**src/rtl/tt_sweeper_pkg.sv**
```systemverilog
// tt_sweep_pkg: shared definitions for the truth-table sweeper.
//   - sweep_state_t : FSM state encoding used by tt_sweeper
//   - settle_cnt_w  : width of the settle down-counter for a given SETTLE
package tt_sweep_pkg;

  typedef enum logic [1:0] {
    ST_IDLE   = 2'd0,
    ST_APPLY  = 2'd1,
    ST_SAMPLE = 2'd2,
    ST_DONE   = 2'd3
  } sweep_state_t;

  // The counter holds values 0..SETTLE-1, so it needs clog2(SETTLE) bits,
  // with a floor of one bit for SETTLE of 1 or 2.
  function automatic int settle_cnt_w(input int settle);
    if (settle <= 2) return 1;
    return $clog2(settle);
  endfunction

endpackage

```
**src/rtl/tt_sweeper_if.sv**
```systemverilog
// tt_sweeper_if: control/observation bundle between a sweep controller and
// whatever drives it.
//   start, abort        : sweep control
//   exp_table           : expected DUT output, bit k for vector k
//   dut_o               : observed DUT output
//   vec                 : stimulus vector (MSB drives the first DUT input)
//   busy, done, pass    : status
//   err_cnt             : mismatch count
//   first_err_idx/_vld  : first mismatching vector
//   obs_table           : captured DUT outputs (only with TT_SWEEPER_CAPTURE_EN)
// Modports: master (drives control, reads status), slave (the sweeper).
interface tt_sweeper_if #(
  parameter int N_IN = 4
);
  logic                 start;
  logic                 abort;
  logic [2**N_IN-1:0]   exp_table;
  logic                 dut_o;
  logic [N_IN-1:0]      vec;
  logic                 busy;
  logic                 done;
  logic                 pass;
  logic [N_IN:0]        err_cnt;
  logic [N_IN-1:0]      first_err_idx;
  logic                 first_err_vld;
`ifdef TT_SWEEPER_CAPTURE_EN
  logic [2**N_IN-1:0]   obs_table;
`endif

  modport master (
    output start, abort, exp_table, dut_o,
    input  vec, busy, done, pass, err_cnt, first_err_idx, first_err_vld
`ifdef TT_SWEEPER_CAPTURE_EN
    , input obs_table
`endif
  );

  modport slave (
    input  start, abort, exp_table, dut_o,
    output vec, busy, done, pass, err_cnt, first_err_idx, first_err_vld
`ifdef TT_SWEEPER_CAPTURE_EN
    , output obs_table
`endif
  );

endinterface

```
**src/rtl/tt_sweeper_settle_ctr.sv**
```systemverilog
// tt_settle_ctr: loadable down-counter timing how long each vector is held.
//   clk, rst_n : clock, async active-low reset
//   i_load     : load SETTLE-1 (start of a hold window)
//   i_en       : count down while holding
//   o_tc       : terminal count, high when the counter is at zero
// A load followed by SETTLE-1 enabled cycles reaches zero, so o_tc is seen
// on the SETTLE-th cycle of the hold window.
module tt_settle_ctr
  import tt_sweep_pkg::*;
#(
  parameter int SETTLE = 2
) (
  input  logic clk,
  input  logic rst_n,
  input  logic i_load,
  input  logic i_en,
  output logic o_tc
);

  localparam int           CNT_W    = settle_cnt_w(SETTLE);
  localparam logic [CNT_W-1:0] LOAD_VAL = CNT_W'(SETTLE - 1);
  localparam logic [CNT_W-1:0] CNT_ONE  = CNT_W'(1);

  logic [CNT_W-1:0] r_cnt;

  always_ff @(posedge clk or negedge rst_n) begin
    if (!rst_n) begin
      r_cnt <= '0;
    end else if (i_load) begin
      r_cnt <= LOAD_VAL;
    end else if (i_en && (r_cnt != '0)) begin
      r_cnt <= r_cnt - CNT_ONE;
    end
  end

  assign o_tc = (r_cnt == '0);

endmodule

```
**src/rtl/tt_sweeper.sv**
```systemverilog
// tt_sweeper: walks every input vector of an N_IN-input combinational DUT,
// holds each for SETTLE cycles, samples the DUT output, and compares it with
// the expected truth table.
//   clk, rst_n : clock, async active-low reset
//   sw_bus     : tt_sweeper_if.slave (start/abort/exp_table/dut_o in,
//                vec/busy/done/pass/err_cnt/first_err_* out)
// Build option TT_SWEEPER_CAPTURE_EN adds sw_bus.obs_table, the DUT output
// captured for every vector of the sweep.
//
// state     | meaning
// ----------+-----------------------------------------------------------
// ST_IDLE   | waiting for start, vec parked at 0
// ST_APPLY  | vec driven, settle counter running
// ST_SAMPLE | one cycle: compare dut_o, step vec or finish
// ST_DONE   | one cycle: done pulse, pass valid
module tt_sweeper
  import tt_sweep_pkg::*;
#(
  parameter int N_IN   = 4,
  parameter int SETTLE = 2
) (
  input  logic            clk,
  input  logic            rst_n,
  tt_sweeper_if.slave     sw_bus
);

  localparam logic [N_IN-1:0] LAST_VEC = '1;
  localparam logic [N_IN:0]   ERR_MAX  = '1;
  localparam logic [N_IN:0]   ERR_ONE  = (N_IN+1)'(1);
  localparam logic [N_IN-1:0] VEC_ONE  = N_IN'(1);

  sweep_state_t     r_state;
  logic [N_IN-1:0]  r_vec;
  logic             r_busy;
  logic             r_done;
  logic             r_pass;
  logic [N_IN:0]    r_err_cnt;
  logic [N_IN-1:0]  r_first_idx;
  logic             r_first_vld;

  logic             w_start_acc;
  logic             w_step;
  logic             w_ctr_load;
  logic             w_ctr_en;
  logic             w_tc;
  logic             w_mismatch;
  logic [N_IN:0]    w_err_next;

  assign w_start_acc = (r_state == ST_IDLE) && sw_bus.start;
  // A SAMPLE that is not aborted commits its comparison.
  assign w_step      = (r_state == ST_SAMPLE) && !sw_bus.abort;
  assign w_ctr_load  = w_start_acc || (w_step && (r_vec != LAST_VEC));
  assign w_ctr_en    = (r_state == ST_APPLY);

  assign w_mismatch  = (sw_bus.dut_o != sw_bus.exp_table[r_vec]);
  // Saturating increment; cannot actually reach ERR_MAX+1 but kept explicit.
  assign w_err_next  = (w_mismatch && (r_err_cnt != ERR_MAX)) ? (r_err_cnt + ERR_ONE)
                                                              : r_err_cnt;

  tt_settle_ctr #(
    .SETTLE (SETTLE)
  ) u_settle_ctr (
    .clk    (clk),
    .rst_n  (rst_n),
    .i_load (w_ctr_load),
    .i_en   (w_ctr_en),
    .o_tc   (w_tc)
  );

  always_ff @(posedge clk or negedge rst_n) begin
    if (!rst_n) begin
      r_state     <= ST_IDLE;
      r_vec       <= '0;
      r_busy      <= 1'b0;
      r_done      <= 1'b0;
      r_pass      <= 1'b0;
      r_err_cnt   <= '0;
      r_first_idx <= '0;
      r_first_vld <= 1'b0;
    end else begin
      r_done <= 1'b0;
      case (r_state)
        ST_IDLE: begin
          if (sw_bus.start) begin
            r_state     <= ST_APPLY;
            r_vec       <= '0;
            r_busy      <= 1'b1;
            r_pass      <= 1'b0;
            r_err_cnt   <= '0;
            r_first_vld <= 1'b0;
          end
        end
        ST_APPLY: begin
          if (sw_bus.abort) begin
            r_state <= ST_IDLE;
            r_vec   <= '0;
            r_busy  <= 1'b0;
            r_pass  <= 1'b0;
          end else if (w_tc) begin
            r_state <= ST_SAMPLE;
          end
        end
        ST_SAMPLE: begin
          if (sw_bus.abort) begin
            // Abort wins: this cycle's comparison is dropped.
            r_state <= ST_IDLE;
            r_vec   <= '0;
            r_busy  <= 1'b0;
            r_pass  <= 1'b0;
          end else begin
            r_err_cnt <= w_err_next;
            if (w_mismatch && !r_first_vld) begin
              r_first_idx <= r_vec;
              r_first_vld <= 1'b1;
            end
            if (r_vec == LAST_VEC) begin
              r_state <= ST_DONE;
              r_busy  <= 1'b0;
              r_done  <= 1'b1;
              r_pass  <= (w_err_next == '0);
            end else begin
              r_state <= ST_APPLY;
              r_vec   <= r_vec + VEC_ONE;
            end
          end
        end
        ST_DONE: begin
          r_state <= ST_IDLE;
          r_vec   <= '0;
        end
        default: begin
          r_state <= ST_IDLE;
          r_vec   <= '0;
          r_busy  <= 1'b0;
        end
      endcase
    end
  end

`ifdef TT_SWEEPER_CAPTURE_EN
  logic [2**N_IN-1:0] r_obs;

  always_ff @(posedge clk or negedge rst_n) begin
    if (!rst_n) begin
      r_obs <= '0;
    end else if (w_start_acc) begin
      r_obs <= '0;
    end else if (w_step) begin
      r_obs[r_vec] <= sw_bus.dut_o;
    end
  end

  assign sw_bus.obs_table = r_obs;
`endif

  assign sw_bus.vec           = r_vec;
  assign sw_bus.busy          = r_busy;
  assign sw_bus.done          = r_done;
  assign sw_bus.pass          = r_pass;
  assign sw_bus.err_cnt       = r_err_cnt;
  assign sw_bus.first_err_idx = r_first_idx;
  assign sw_bus.first_err_vld = r_first_vld;

endmodule

```
**src/flat_wrapper.sv**
```systemverilog
// flat-port wrapper written by rule: the top's interface ports become plain ports
module tt_sweeper_flat import tt_sweep_pkg::*;
#(
  parameter int N_IN   = 4,
  parameter int SETTLE = 2
)
  (clk, rst_n, sw_bus_start, sw_bus_abort, sw_bus_exp_table, sw_bus_dut_o, sw_bus_vec, sw_bus_busy, sw_bus_done, sw_bus_pass, sw_bus_err_cnt, sw_bus_first_err_idx, sw_bus_first_err_vld);
  tt_sweeper_if #(.N_IN(N_IN)) sw_bus_i ();
  input  logic clk;
  input  logic rst_n;
  input wire logic [$bits(sw_bus_i.start)-1:0] sw_bus_start;
  input wire logic [$bits(sw_bus_i.abort)-1:0] sw_bus_abort;
  input wire logic [$bits(sw_bus_i.exp_table)-1:0] sw_bus_exp_table;
  input wire logic [$bits(sw_bus_i.dut_o)-1:0] sw_bus_dut_o;
  output wire logic [$bits(sw_bus_i.vec)-1:0] sw_bus_vec;
  output wire logic [$bits(sw_bus_i.busy)-1:0] sw_bus_busy;
  output wire logic [$bits(sw_bus_i.done)-1:0] sw_bus_done;
  output wire logic [$bits(sw_bus_i.pass)-1:0] sw_bus_pass;
  output wire logic [$bits(sw_bus_i.err_cnt)-1:0] sw_bus_err_cnt;
  output wire logic [$bits(sw_bus_i.first_err_idx)-1:0] sw_bus_first_err_idx;
  output wire logic [$bits(sw_bus_i.first_err_vld)-1:0] sw_bus_first_err_vld;
  assign sw_bus_i.start = sw_bus_start;
  assign sw_bus_i.abort = sw_bus_abort;
  assign sw_bus_i.exp_table = sw_bus_exp_table;
  assign sw_bus_i.dut_o = sw_bus_dut_o;
  assign sw_bus_vec = sw_bus_i.vec;
  assign sw_bus_busy = sw_bus_i.busy;
  assign sw_bus_done = sw_bus_i.done;
  assign sw_bus_pass = sw_bus_i.pass;
  assign sw_bus_err_cnt = sw_bus_i.err_cnt;
  assign sw_bus_first_err_idx = sw_bus_i.first_err_idx;
  assign sw_bus_first_err_vld = sw_bus_i.first_err_vld;
  tt_sweeper #(.N_IN(N_IN), .SETTLE(SETTLE)) u_core (.clk(clk), .rst_n(rst_n), .sw_bus(sw_bus_i));
endmodule
```
**config.mk**
```make
export PLATFORM = sky130hd
export DESIGN_NAME = tt_sweeper_flat
export DESIGN_NICKNAME = d
export VERILOG_FILES = /design/src/rtl/tt_sweeper_pkg.sv /design/src/rtl/tt_sweeper_if.sv /design/src/rtl/tt_sweeper_settle_ctr.sv /design/src/rtl/tt_sweeper.sv /design/src/flat_wrapper.sv
export SDC_FILE = /design/constraint.sdc
export NUM_CORES = 1
export LEC_CHECK = 0
export CAP_MARGIN = 0
export CORE_MARGIN = 8
export CORE_UTILIZATION = 28
export CTS_BUF_LIST = sky130_fd_sc_hd__clkbuf_16
export CTS_CLUSTER_SIZE = 8
export DETAILED_ROUTE_END_ITERATION = 7
export DONT_BUFFER_PORTS = 1
export GPL_ROUTABILITY_DRIVEN = 0
export PLACE_DENSITY_LB_ADDON = 0.1
export SYNTH_ARGS = -nofsm -noshare
export SYNTH_HDL_FRONTEND = slang
export SYNTH_SLANG_ARGS = --single-unit
```
**constraint.sdc**
```tcl
create_clock -name clk -period 2.5 [get_ports clk]
set_clock_uncertainty 0.15 [all_clocks]
set_input_delay 0.25 -clock clk [delete_from_list [all_inputs] [get_ports clk]]
set_output_delay 0.25 -clock clk [all_outputs]
set_load 0.1 [all_outputs]
```
Word-level counts from Yosys, hierarchy flattened
Cells that the tools add are included.
Cells by class
  $lt $le $gt $ge: 1
  equality and inequality tests: 14
  add/subtract/negate cells: 3
  bitwise operators: 1
  reduce and logical (&&, ||, !) cells: 20
  mux-type cells: 34
Operators by type and width (count)
  $mux 4: 4
  $pmux 4 s4: 1
  $mux 1: 15
  $mux 5: 3
  $mux 2: 5
  $pmux 5 s2: 1
  $ne 3x3->1 const B: 3
  $reduce_and 3->1: 3
  $ne 2x2->1 const B: 4
  $pmux 2 s4: 1
  $reduce_and 4->1: 2
  $logic_and 1x1->1: 6
  $pmux 1 s3: 2
  $add 5x1->5 const B: 1
  $logic_not 5->1: 1
  $lt 4x5->1 const B: 1
  $ne 5x5->1 const B: 1
  $add 4x1->4 const B: 1
  $bmux 1 s4: 1
  $eq 2x2->1 const B: 2
  $eq 4x4->1 const B: 1
  $ne 4x4->1 const B: 1
  $reduce_bool 2->1: 2
  $reduce_bool 3->1: 1
  9 further kinds: 10
Word-level totals
  output and inout port bits: 17
  bits in registers: 20
  word-level logic and storage cells: 82

Longest topological paths before layout
Gate-level depths: netlist (run 1).
  word-level depth: 9
  mapped depth: 7
  mapped depth without buffers: 7

Cells and area by module
A second synthesis (run 1) with hierarchy kept.
Unflattened totals
  cells, all modules: 128
  area, all modules: 1330.0 um2
By module, submodules not included
  tt_sweeper: cells an instance 125, area each 1290.0 um2, times used 1
  tt_settle_ctr: cells an instance 3, area each 40.0 um2, times used 1

Worst setup path before layout (run 1)
OpenSTA, ideal clock, no wires.
  kind: flip-flop to flip-flop
  start: reg u_core.r_vec[1] (netlist: u_core.sw_bus.vec[1])
  end: reg u_core.r_first_idx[0] (netlist: u_core.sw_bus.first_err_idx[0])
  setup time: 0.126 ns
  data arrival time: 2.567 ns
  buffers on the path: 1
  required time: 2.224 ns
  stages on the path, launching flop included: 8
  period minus slack after synthesis: 2.843 ns
  slack: -0.343 ns
  path through: dfrtp_1 buf_6 mux2i_1 mux4_2 xor2_1 mux2i_1 nand2_1 mux2_2
On the way
  cells in the longest elaborated chain, start to end: 5
Ends and longest elaborated chain
  from (decl): line tt_sweeper.sv:33  | logic [N_IN-1:0] r_vec;
  from (signal assigned): line tt_sweeper.sv:123  | r_vec <= r_vec + VEC_ONE;
  $bmux 1 s4: line tt_sweeper.sv:55  | assign w_mismatch = (sw_bus.dut_o != sw_bus.exp_table[r_vec]);
  $mux 1 (implied by the code): line tt_sweeper.sv:55
  $ne 1x1->1: line tt_sweeper.sv:55
  $logic_and 1x1->1: line tt_sweeper.sv:112  | if (w_mismatch && !r_first_vld) begin
  $reduce_and 3->1 (no source line)
  to (signal assigned): line tt_sweeper.sv:113  | r_first_idx <= r_vec;
  to (decl): line tt_sweeper.sv:38  | logic [N_IN-1:0] r_first_idx;
Every way passes these cells. The select of a mux whose other input is x is not followed.
A chain may end at the register's enable or synchronous reset.

Worst setup path after layout (run 1)
  start: reg u_core.r_vec[1] (netlist: u_core.sw_bus.vec[1])
  end: reg u_core.r_first_idx[2] (netlist: u_core.sw_bus.first_err_idx[2])
Same word-level chain as after synthesis.

==> report_table.html, run 1 <==
<table>
<tr><th>Metric</th><th>Value</th></tr>
<tr><th colspan="2">Outcome</th></tr>
<tr><td>Result of the run</td><td>finished clean</td></tr>
<tr><th colspan="2">Worst setup path</th></tr>
<tr><td>Critical register-to-register path endpoint</td><td>u_core.sw_bus.first_err_idx[2]</td></tr>
<tr><td>Worst setup startpoint</td><td>u_core.sw_bus.vec[1]</td></tr>
<tr><td>Most common cell type on the critical path</td><td>sky130_fd_sc_hd__mux2i_1</td></tr>
<tr><td>Worst Reg2Reg Path Length in Cells</td><td>6</td></tr>
<tr><td>Startpoint types</td><td>register</td></tr>
<tr><td>Crit path max-delay family</td><td>multiplexers</td></tr>
<tr><td>Reg2Reg Launch Point</td><td>u_core.sw_bus.vec[1]</td></tr>
<tr><td>Critical Path Max Stage Delay</td><td>0.57 ns</td></tr>
<tr><td>Standard cell with the maximum stage delay on the critical path</td><td>sky130_fd_sc_hd__dfrtp_4</td></tr>
<tr><td>Max FO, Critical Path</td><td>13</td></tr>
<tr><td>Critical path class</td><td>reg2reg</td></tr>
<tr><td>Kind of end point of the critical path</td><td>register</td></tr>
<tr><td>Crit path required time</td><td>roughly 2.5 ns</td></tr>
<tr><td>Critical path cell sequence</td><td>mux2i_1 -&gt; mux4_2 -&gt; xor2_1 -&gt; mux2i_1 -&gt; nand2_1 -&gt; mux2_2</td></tr>
<tr><td>Arrival time of data at the critical path endpoint</td><td>approximately 2.3 ns</td></tr>
<tr><td>Buf+Inv Stages, Crit Path</td><td>0</td></tr>
<tr><td>Register-to-Register Setup Slack</td><td>roughly 0.15 ns</td></tr>
<tr><th colspan="2">Routing</th></tr>
<tr><td>Number of DRC markers in iteration 0</td><td>41</td></tr>
<tr><td>DRT antenna net count</td><td>0</td></tr>
<tr><td>Number of detailed-route iterations in the first pass</td><td>4</td></tr>
<tr><td>Detailed-route DRC error count</td><td>0</td></tr>
<tr><td>Average wire per cell in the routed design</td><td>about 15 um</td></tr>
<tr><td>Average via count per standard cell</td><td>4.92</td></tr>
<tr><td>Via count</td><td>roughly 980</td></tr>
<tr><td>Total detailed-routing wirelength</td><td>between 3 and 4 mm</td></tr>
<tr><th colspan="2">Min path</th></tr>
<tr><td>Worst Hold Launch</td><td>sw_bus_start</td></tr>
<tr><td>Worst Hold Endpoint</td><td>u_core.u_settle_ctr.r_cnt</td></tr>
<tr><td>WHS Path Cells</td><td>2</td></tr>
<tr><td>Tightest Hold Check Type</td><td>in2reg</td></tr>
<tr><th colspan="2">Clock tree</th></tr>
<tr><td>Clock root buffer master</td><td>sky130_fd_sc_hd__clkbuf_16</td></tr>
<tr><td>TritonCTS clock tree</td><td>yes</td></tr>
<tr><td>Num Clock Sinks</td><td>20</td></tr>
<tr><td>CTS max path bufs</td><td>2</td></tr>
<tr><td>Inserted Clock Buffers</td><td>3</td></tr>
<tr><td>Clock transition at path regs</td><td>around 0.060 ns</td></tr>
<tr><td>Buffers inserted by post-CTS timing repair</td><td>0</td></tr>
<tr><td>Number of resized instances in the post-cts repair step</td><td>0</td></tr>
<tr><td>Quantity of hold-fixing buffers added after cts</td><td>1</td></tr>
<tr><td>H-tree levels</td><td>1</td></tr>
<tr><td>Latest clock arrival within the worst-skew pair</td><td>about 0.25 ns</td></tr>
<tr><th colspan="2">Floorplanning</th></tr>
<tr><td>Initial Utilization</td><td>between 20% and 30%</td></tr>
<tr><td>Chip Width</td><td>82.7 um</td></tr>
<tr><td># IOs</td><td>38</td></tr>
<tr><td>Standard-cell row count</td><td>24</td></tr>
<tr><td>Die area</td><td>around 6800 um2</td></tr>
<tr><td>Core area</td><td>between 4000 and 5000 um2</td></tr>
<tr><td>Die height</td><td>approximately 83 um</td></tr>
<tr><th colspan="2">STA</th></tr>
<tr><td>Final Cycle Share</td><td>between 90 and 100%</td></tr>
<tr><td>Worst setup slack after layout</td><td>approximately 0.15 ns</td></tr>
<tr><td>Unrepaired setup endpoints after global routing</td><td>no</td></tr>
<tr><td>Tightest hold margin</td><td>roughly 0.022 ns</td></tr>
<tr><td>Total negative slack for setup checks</td><td>0 ns</td></tr>
<tr><td>Hold Violations, Final</td><td>0</td></tr>
<tr><td>Final-report max-slew violation count</td><td>0</td></tr>
<tr><td>Number of setup violations in the final report</td><td>0</td></tr>
<tr><td>Top achievable clock speed</td><td>~430 MHz</td></tr>
<tr><td>Headroom to the max-slew limit</td><td>37.3%</td></tr>
<tr><td>Clock period minus worst slack</td><td>around 2.3 ns</td></tr>
<tr><td>Worst Tran Pin Value</td><td>0.938 ns</td></tr>
<tr><th colspan="2">GRT</th></tr>
<tr><td>Overflow left after global routing</td><td>0</td></tr>
<tr><td>Maximum number of pins on one net before global-route repair</td><td>21</td></tr>
<tr><td>Via count of the first global-routing pass</td><td>roughly 1,100</td></tr>
<tr><td>GR Layer Usage met1</td><td>~11%</td></tr>
<tr><td>Layer carrying the most global-route usage</td><td>met2</td></tr>
<tr><td>Met2 usage in global routing</td><td>approximately 16%</td></tr>
<tr><td>Overall track demand over capacity in global routing</td><td>a little under a tenth</td></tr>
<tr><td>Number of antenna violations at the first check in global routing</td><td>0</td></tr>
<tr><td>Met3 usage</td><td>3.79%</td></tr>
<tr><td>First-pass GRT wire length</td><td>a little under 5 mm</td></tr>
<tr><th colspan="2">Place</th></tr>
<tr><td>Setup WS pre-CTS</td><td>around 0.14 ns</td></tr>
<tr><td>Number of input and output port buffers inserted</td><td>0</td></tr>
<tr><td>Post-detail-place hpwl</td><td>around 2.5 mm</td></tr>
<tr><th colspan="2">Layout</th></tr>
<tr><td>Antenna cell count</td><td>0</td></tr>
<tr><td>Most common library cell in the layout ignoring fill and taps</td><td>sky130_fd_sc_hd__nand2_1</td></tr>
<tr><td>Layout-stage area growth over the synthesis result</td><td>22.8%</td></tr>
<tr><td>Leading cell types in the layout, fill and taps excluded</td><td>18 x sky130_fd_sc_hd__nand2_1, 14 x sky130_fd_sc_hd__buf_4, 14 x sky130_fd_sc_hd__dfrtp_1, 10 x sky130_fd_sc_hd__mux2i_1</td></tr>
<tr><td>Share of post-route cells with drive strength above 1</td><td>between 20% and 30%</td></tr>
<tr><td>Final layout net count</td><td>approximately 180</td></tr>
<tr><th colspan="2">Synth</th></tr>
<tr><td>Synthesis-stage register bit count</td><td>20</td></tr>
<tr><td>Area share of the leading cell type in the synthesized netlist</td><td>about 40%</td></tr>
<tr><td>Sequential element share of the synthesized area</td><td>40.2%</td></tr>
<tr><td>Post-synth top area cell</td><td>sky130_fd_sc_hd__dfrtp_1</td></tr>
<tr><td>Post-Synthesis Net Count</td><td>approximately 160</td></tr>
<tr><td>Avg Cell Area, Syn</td><td>roughly 9.7 um2</td></tr>
<tr><td>Cell area after synthesis</td><td>about 1200 um2</td></tr>
<tr><td>Yosys cell types</td><td>32</td></tr>
<tr><td>Synthesis warning total</td><td>0</td></tr>
<tr><td>Area contributors post-synth</td><td>sky130_fd_sc_hd__dfrtp_1 40%, sky130_fd_sc_hd__mux2i_1 8.0%, sky130_fd_sc_hd__ha_1 7.0%</td></tr>
<tr><td>Mapped Cells</td><td>around 130</td></tr>
<tr><th colspan="2">Pwr</th></tr>
<tr><td>Total leakage power</td><td>0.677 nW</td></tr>
<tr><td>Clock network power share</td><td>a little under a third</td></tr>
<tr><td>Areal power density over the cells</td><td>920 nW/um2</td></tr>
<tr><td>Sw power</td><td>about 0.00055 W</td></tr>
<tr><td>Switching share of power</td><td>about 39%</td></tr>
<tr><td>Part of the total power dissipated in combinational logic</td><td>just under 40%</td></tr>
<tr><td>Maximum ir drop on the vdd rail</td><td>0.528 mV</td></tr>
<tr><td>Register share of total power</td><td>between 20% and 30%</td></tr>
<tr><td>Int Pwr</td><td>approximately 0.00086 W</td></tr>
<tr><th colspan="2">Job</th></tr>
<tr><td># Max-Cap Violations</td><td>0</td></tr>
</table>
[worst max path at each step]
stage / to / slack [ns] / cells after the start
floorplan: u_core.sw_bus.first_err_idx[0] / 0.04 / 7
global placement: u_core.sw_bus.first_err_idx[1] / 0.21 / 6
detailed placement: u_core.sw_bus.first_err_idx[2] / 0.14 / 6
CTS: u_core.sw_bus.first_err_idx[0] / 0.14 / 6
global route: u_core.sw_bus.err_cnt[2] / 0.03 / 7
finish: u_core.sw_bus.first_err_idx[2] / 0.15 / 6
[cells in the mapped netlist, drive strengths merged]
| library cell | number |
|---|---|
| dfrtp | 20 |
| nand2 | 18 |
| mux2i | 10 |
| o21ai | 9 |
| nor2 | 8 |
| ha | 7 |
| inv | 5 |
| nand3 | 5 |
| a21oi | 4 |
| mux2 | 4 |
| nand2b | 4 |
| nor2b | 4 |
| nor3 | 3 |
| xor2 | 3 |
| a21o | 2 |
| and2 | 2 |
| and3 | 2 |
| mux4 | 2 |
| o211ai | 2 |
| o22ai | 2 |
| o2bb2ai | 2 |
| or2 | 2 |
| a211oi | 1 |
| a31oi | 1 |
| buf | 1 |
| nor4b | 1 |
| o21ba | 1 |
| o31ai | 1 |
| or3 | 1 |
| or4 | 1 |
[metrics by stage]
stage | total power [W] | utilization [%] | area [um2] | std cells
4_1_cts | 0.00143 | 35.4 | 1530 | 198
2_1_floorplan | 0.000843 | - | 1250 | 128
6_report | 0.00141 | 35.4 | 1530 | 198
3_5_place_dp | 0.000969 | 32.7 | 1410 | 193
5_1_grt | 0.00150 | 35.4 | 1530 | 198
3_3_place_gp | 0.000965 | 32.7 | 1410 | 193
[power by group through the flow]
stage          clock network, W  logic (W)  registers [W]
2_1_floorplan                 0   0.000258       0.000585
3_3_place_gp                  0   0.000542       0.000423
3_5_place_dp                  0   0.000544       0.000425
4_1_cts                0.000456   0.000550       0.000422
5_1_grt                0.000472   0.000601       0.000428
6_report               0.000442   0.000544       0.000421
[registers in the layout, indices dropped and copies added, names as in the netlist]
name                         flops
u_core.sw_bus.done               1
u_core.sw_bus.first_err_idx      4
u_core.sw_bus.err_cnt            5
u_core.sw_bus.vec                4
u_core.sw_bus.pass               1
u_core.sw_bus.first_err_vld      1
u_core.sw_bus.busy               1
u_core.r_state                   2
u_core.u_settle_ctr.r_cnt        1
[kinds of logic after synthesis]
kind of cell | Yosys count | share of synthesized area [%]
compound gates | 25 | 13.1
xor+xnor | 3 | 2.11
fa+ha+maj | 7 | 7.03
buf+inv | 6 | 2.41
flops | 20 | 40.2
mux | 16 | 15.3
simple gates | 51 | 19.9
[final cells by class]
cell class                      instances  area (um2)
Clock buffer                            3        75.1
Clock inverter                          1        30.0
Timing Repair Buffer                   15         115
Multi-Input combinational cell        102         714
Inverter                                5        18.8
Tap cell                               52        65.1
Fill cell                             456        2800
Sequential cell                        20         510
[per-layer routing]
layer,vias to the layer above,share of wire [%]
li1,493,-
met1,454,42
met2,26,48
met3,2,8.9
met4,0,0.55
met5,-,0
No activity file was read; power rests on OpenSTA's default activity.
==> run 2, diff against run 1 <==
--- a/config.mk
+++ b/config.mk
@@ -13,6 +13,7 @@
 export DETAILED_ROUTE_END_ITERATION = 7
 export DONT_BUFFER_PORTS = 1
 export GPL_ROUTABILITY_DRIVEN = 0
+export GPL_TIMING_DRIVEN = 0
 export PLACE_DENSITY_LB_ADDON = 0.1
 export SYNTH_ARGS = -nofsm -noshare
 export SYNTH_HDL_FRONTEND = slang
==> report_table.html, run 2 (synthesis gave the netlist of run 1 again) <==
<table>
<tr><th>Metric</th><th>Value</th></tr>
<tr><th colspan="2">Outcome</th></tr>
<tr><td>Result of the run</td><td>finished, violations left</td></tr>
<tr><td>Violated checks</td><td>negative setup slack</td></tr>
<tr><th colspan="2">Routing</th></tr>
<tr><td>Number of detailed-route iterations in the first pass</td><td>4 (unchanged)</td></tr>
<tr><td>Via count</td><td>958 (-1.7%)</td></tr>
<tr><td>DRT antenna net count</td><td>0 (unchanged)</td></tr>
<tr><td>Average wire per cell in the routed design</td><td>16.0 um (+3.4%)</td></tr>
<tr><td>Total detailed-routing wirelength</td><td>3.09 mm (+0.82%)</td></tr>
<tr><td>Number of DRC markers in iteration 0</td><td>28 (-32%)</td></tr>
<tr><td>Average via count per standard cell</td><td>4.96 (+0.80%)</td></tr>
<tr><td>Detailed-route DRC error count</td><td>0 (unchanged)</td></tr>
<tr><th colspan="2">Floorplanning</th></tr>
<tr><td>Initial Utilization</td><td>28.8% (unchanged)</td></tr>
<tr><td>Chip Width</td><td>82.7 um (unchanged)</td></tr>
<tr><td>Die area</td><td>6840 um2 (unchanged)</td></tr>
<tr><td># IOs</td><td>38 (unchanged)</td></tr>
<tr><td>Core area</td><td>4320 um2 (unchanged)</td></tr>
<tr><td>Standard-cell row count</td><td>24 (unchanged)</td></tr>
<tr><td>Die height</td><td>82.7 um (unchanged)</td></tr>
<tr><th colspan="2">Pwr</th></tr>
<tr><td>Areal power density over the cells</td><td>857 nW/um2 (-6.8%)</td></tr>
<tr><td>Maximum ir drop on the vdd rail</td><td>0.544 mV (+2.9%)</td></tr>
<tr><td>Total leakage power</td><td>0.674 nW (-0.47%)</td></tr>
<tr><th colspan="2">Layout</th></tr>
<tr><td>Layout-stage area growth over the synthesis result</td><td>26.4%</td></tr>
<tr><td>Core Util, Final</td><td>36.4% (+1.0 points)</td></tr>
<tr><td>Leading cell types in the layout, fill and taps excluded</td><td>17 x sky130_fd_sc_hd__nand2_1, 12 x sky130_fd_sc_hd__dfrtp_1, 8 x sky130_fd_sc_hd__nor2_1, 8 x sky130_fd_sc_hd__mux2i_1, 8 x sky130_fd_sc_hd__o21ai_0</td></tr>
<tr><td>Share of post-route cells with drive strength above 1</td><td>27.7% (+4.4 points)</td></tr>
<tr><td>Finished Cell Area</td><td>1570 um2 (+2.9%)</td></tr>
<tr><td>Most common library cell in the layout ignoring fill and taps</td><td>sky130_fd_sc_hd__nand2_1</td></tr>
<tr><td>Antenna cell count</td><td>0 (unchanged)</td></tr>
<tr><td>Flip-flop count of the largest register, all copies and words added</td><td>5 (unchanged)</td></tr>
<tr><td>Final layout net count</td><td>170 (-2.9%)</td></tr>
<tr><th colspan="2">Clock tree</th></tr>
<tr><td>Clock transition at path regs</td><td>0.06 ns (about the same)</td></tr>
<tr><td>Inserted Clock Buffers</td><td>3 (unchanged)</td></tr>
<tr><td>Clock root buffer master</td><td>sky130_fd_sc_hd__clkbuf_16</td></tr>
<tr><td>H-tree levels</td><td>1 (unchanged)</td></tr>
<tr><td>Num Clock Sinks</td><td>20 (unchanged)</td></tr>
<tr><td>TritonCTS clock tree</td><td>yes</td></tr>
<tr><td>CTS max path bufs</td><td>2 (unchanged)</td></tr>
<tr><td>Latest clock arrival within the worst-skew pair</td><td>0.25 ns (about the same)</td></tr>
<tr><th colspan="2">STA</th></tr>
<tr><td>Worst Tran Pin Value</td><td>0.970 ns (+0.0320 ns)</td></tr>
<tr><td>Final-report max-slew violation count</td><td>0 (unchanged)</td></tr>
<tr><td>Worst setup slack after layout</td><td>-0.0541 ns (-0.205 ns)</td></tr>
<tr><td>Unrepaired setup endpoints after global routing</td><td>yes</td></tr>
<tr><td>Top achievable clock speed</td><td>392 MHz (-8.0%)</td></tr>
<tr><td>Clock period minus worst slack</td><td>2.55 ns (+0.205 ns)</td></tr>
<tr><td>Tightest hold margin</td><td>0.0352 ns (+0.0129 ns)</td></tr>
<tr><td>Hold Violations, Final</td><td>0 (unchanged)</td></tr>
<tr><td>Total negative slack for setup checks</td><td>-0.222 ns (-0.222 ns)</td></tr>
<tr><td>Headroom to the max-slew limit</td><td>35.4% (-1.9 points)</td></tr>
<tr><td>Number of setup violations in the final report</td><td>7 (+7)</td></tr>
<tr><td>Final Cycle Share</td><td>102% (+8.2 points)</td></tr>
<tr><th colspan="2">Worst setup path</th></tr>
<tr><td>Crit path max-delay family</td><td>multiplexers</td></tr>
<tr><td>Critical path cell sequence</td><td>clkbuf_16 -&gt; mux2i_1 -&gt; mux4_2 -&gt; xor2_2 -&gt; o22ai_2 -&gt; buf_6 -&gt; mux2i_4 -&gt; o21ai_1</td></tr>
<tr><td>Arrival time of data at the critical path endpoint</td><td>2.54 ns (+0.20 ns)</td></tr>
<tr><td>Kind of end point of the critical path</td><td>register</td></tr>
<tr><td>Max FO, Critical Path</td><td>5 (-8)</td></tr>
<tr><td>Critical Path Max Stage Delay</td><td>0.64 ns (+0.07 ns)</td></tr>
<tr><td>Buf+Inv Stages, Crit Path</td><td>2 (+2)</td></tr>
<tr><td>Standard cell with the maximum stage delay on the critical path</td><td>sky130_fd_sc_hd__dfrtp_4</td></tr>
<tr><td>Startpoint types</td><td>register</td></tr>
<tr><td>Critical path class</td><td>reg2reg</td></tr>
<tr><td>Crit path required time</td><td>2.49 ns (about the same)</td></tr>
<tr><th colspan="2">Job</th></tr>
<tr><td># Max-Cap Violations</td><td>0 (unchanged)</td></tr>
<tr><th colspan="2">GRT</th></tr>
<tr><td>Overflow left after global routing</td><td>0 (unchanged)</td></tr>
<tr><td>Maximum number of pins on one net before global-route repair</td><td>21 (unchanged)</td></tr>
<tr><td>First-pass GRT wire length</td><td>5.11 mm (+3.4%)</td></tr>
<tr><td>Overall track demand over capacity in global routing</td><td>9.68% (+0.14 points)</td></tr>
<tr><td>Via count of the first global-routing pass</td><td>1,020 (-3.7%)</td></tr>
<tr><td>Number of antenna violations at the first check in global routing</td><td>0 (unchanged)</td></tr>
<tr><th colspan="2">Min path</th></tr>
<tr><td>Tightest Hold Check Type</td><td>in2reg</td></tr>
<tr><th colspan="2">Place</th></tr>
<tr><td>Post-detail-place hpwl</td><td>2.29 mm (-8.5%)</td></tr>
<tr><td>Cell area after placement</td><td>1320 um2 (-6.6%)</td></tr>
<tr><td>Setup WS pre-CTS</td><td>-0.159 ns (-0.301 ns)</td></tr>
<tr><td>Number of input and output port buffers inserted</td><td>0 (unchanged)</td></tr>
</table>
## run 2: changes by cell type in the layout (fill, tap and decap cells not counted), moves of 2 or more
cell,before,now
sky130_fd_sc_hd__buf_6,0,2
sky130_fd_sc_hd__xor2_2,0,2
sky130_fd_sc_hd__o2bb2ai_1,2,0
sky130_fd_sc_hd__dfrtp_1,14,12
sky130_fd_sc_hd__o2bb2ai_2,0,2
sky130_fd_sc_hd__dfrtp_4,1,3
sky130_fd_sc_hd__xor2_1,3,1
sky130_fd_sc_hd__mux2i_1,10,8
sky130_fd_sc_hd__buf_4,14,4
## run 2: repair_timing
item,in CTS,in global routing
pin swaps,1,4
setup buffers,4,3
resized for setup,6,13
endpoints found under the hold margin,20,0
setup endpoints to repair,10,13
cloned,0,1
hold buffers,1,0
## run 2: worst paths after layout
check                                            endpoint  cells after the start                 startpoint  slack, ns
max in group asynchronous        u_core.sw_bus.err_cnt[0]                      1                      rst_n       1.07
min                             u_core.u_settle_ctr.r_cnt                      2               sw_bus_start       0.04
max                                    u_core.sw_bus.pass                      8       u_core.sw_bus.vec[1]      -0.05
min reg2reg                             u_core.r_state[0]                      2  u_core.u_settle_ctr.r_cnt       0.42
min in group asynchronous  u_core.sw_bus.first_err_idx[1]                      1                      rst_n       0.44
max reg2reg                            u_core.sw_bus.pass                      8       u_core.sw_bus.vec[1]      -0.05
## run 2: where the power goes
group	internal, W	switching [W]	leakage (nW)	total, W
Clock	0.000213	0.000122	0.0385	0.000335
Sequential	0.000374	0.000225	0.258	0.000599
Combinational	0.000191	0.000224	0.377	0.000415
Total	0.000778	0.000572	0.674	0.00135
## run 2: layout make-up
type | count | area (um2)
well taps | 52 | 65.1
clock inverters | 1 | 3.75
repair buffers | 9 | 100
plain buffers | 1 | 15.0
clock buffers | 3 | 75.1
inverters | 5 | 18.8
flip-flops and latches | 20 | 518
multi-input cells | 102 | 778
fillers | 470 | 2750
## run 2: layer usage
layer,track usage [%],vias up,share of wire [%],wire length (um)
met2,15.5,21,49,1500
li1,-,480,-,-
met1,11.1,455,42,1280
met3,5.19,2,9.3,286
met5,0,-,0,0
met4,2.07,0,0.55,17
## run 2: metrics by stage
stage / total power, W / instances
3_3_place_gp: 0.000922 / 180
6_report: 0.00135 / 193
2_1_floorplan: 0.000843 / 128
4_1_cts: 0.00130 / 189
5_1_grt: 0.00145 / 193
3_5_place_dp: 0.000926 / 180
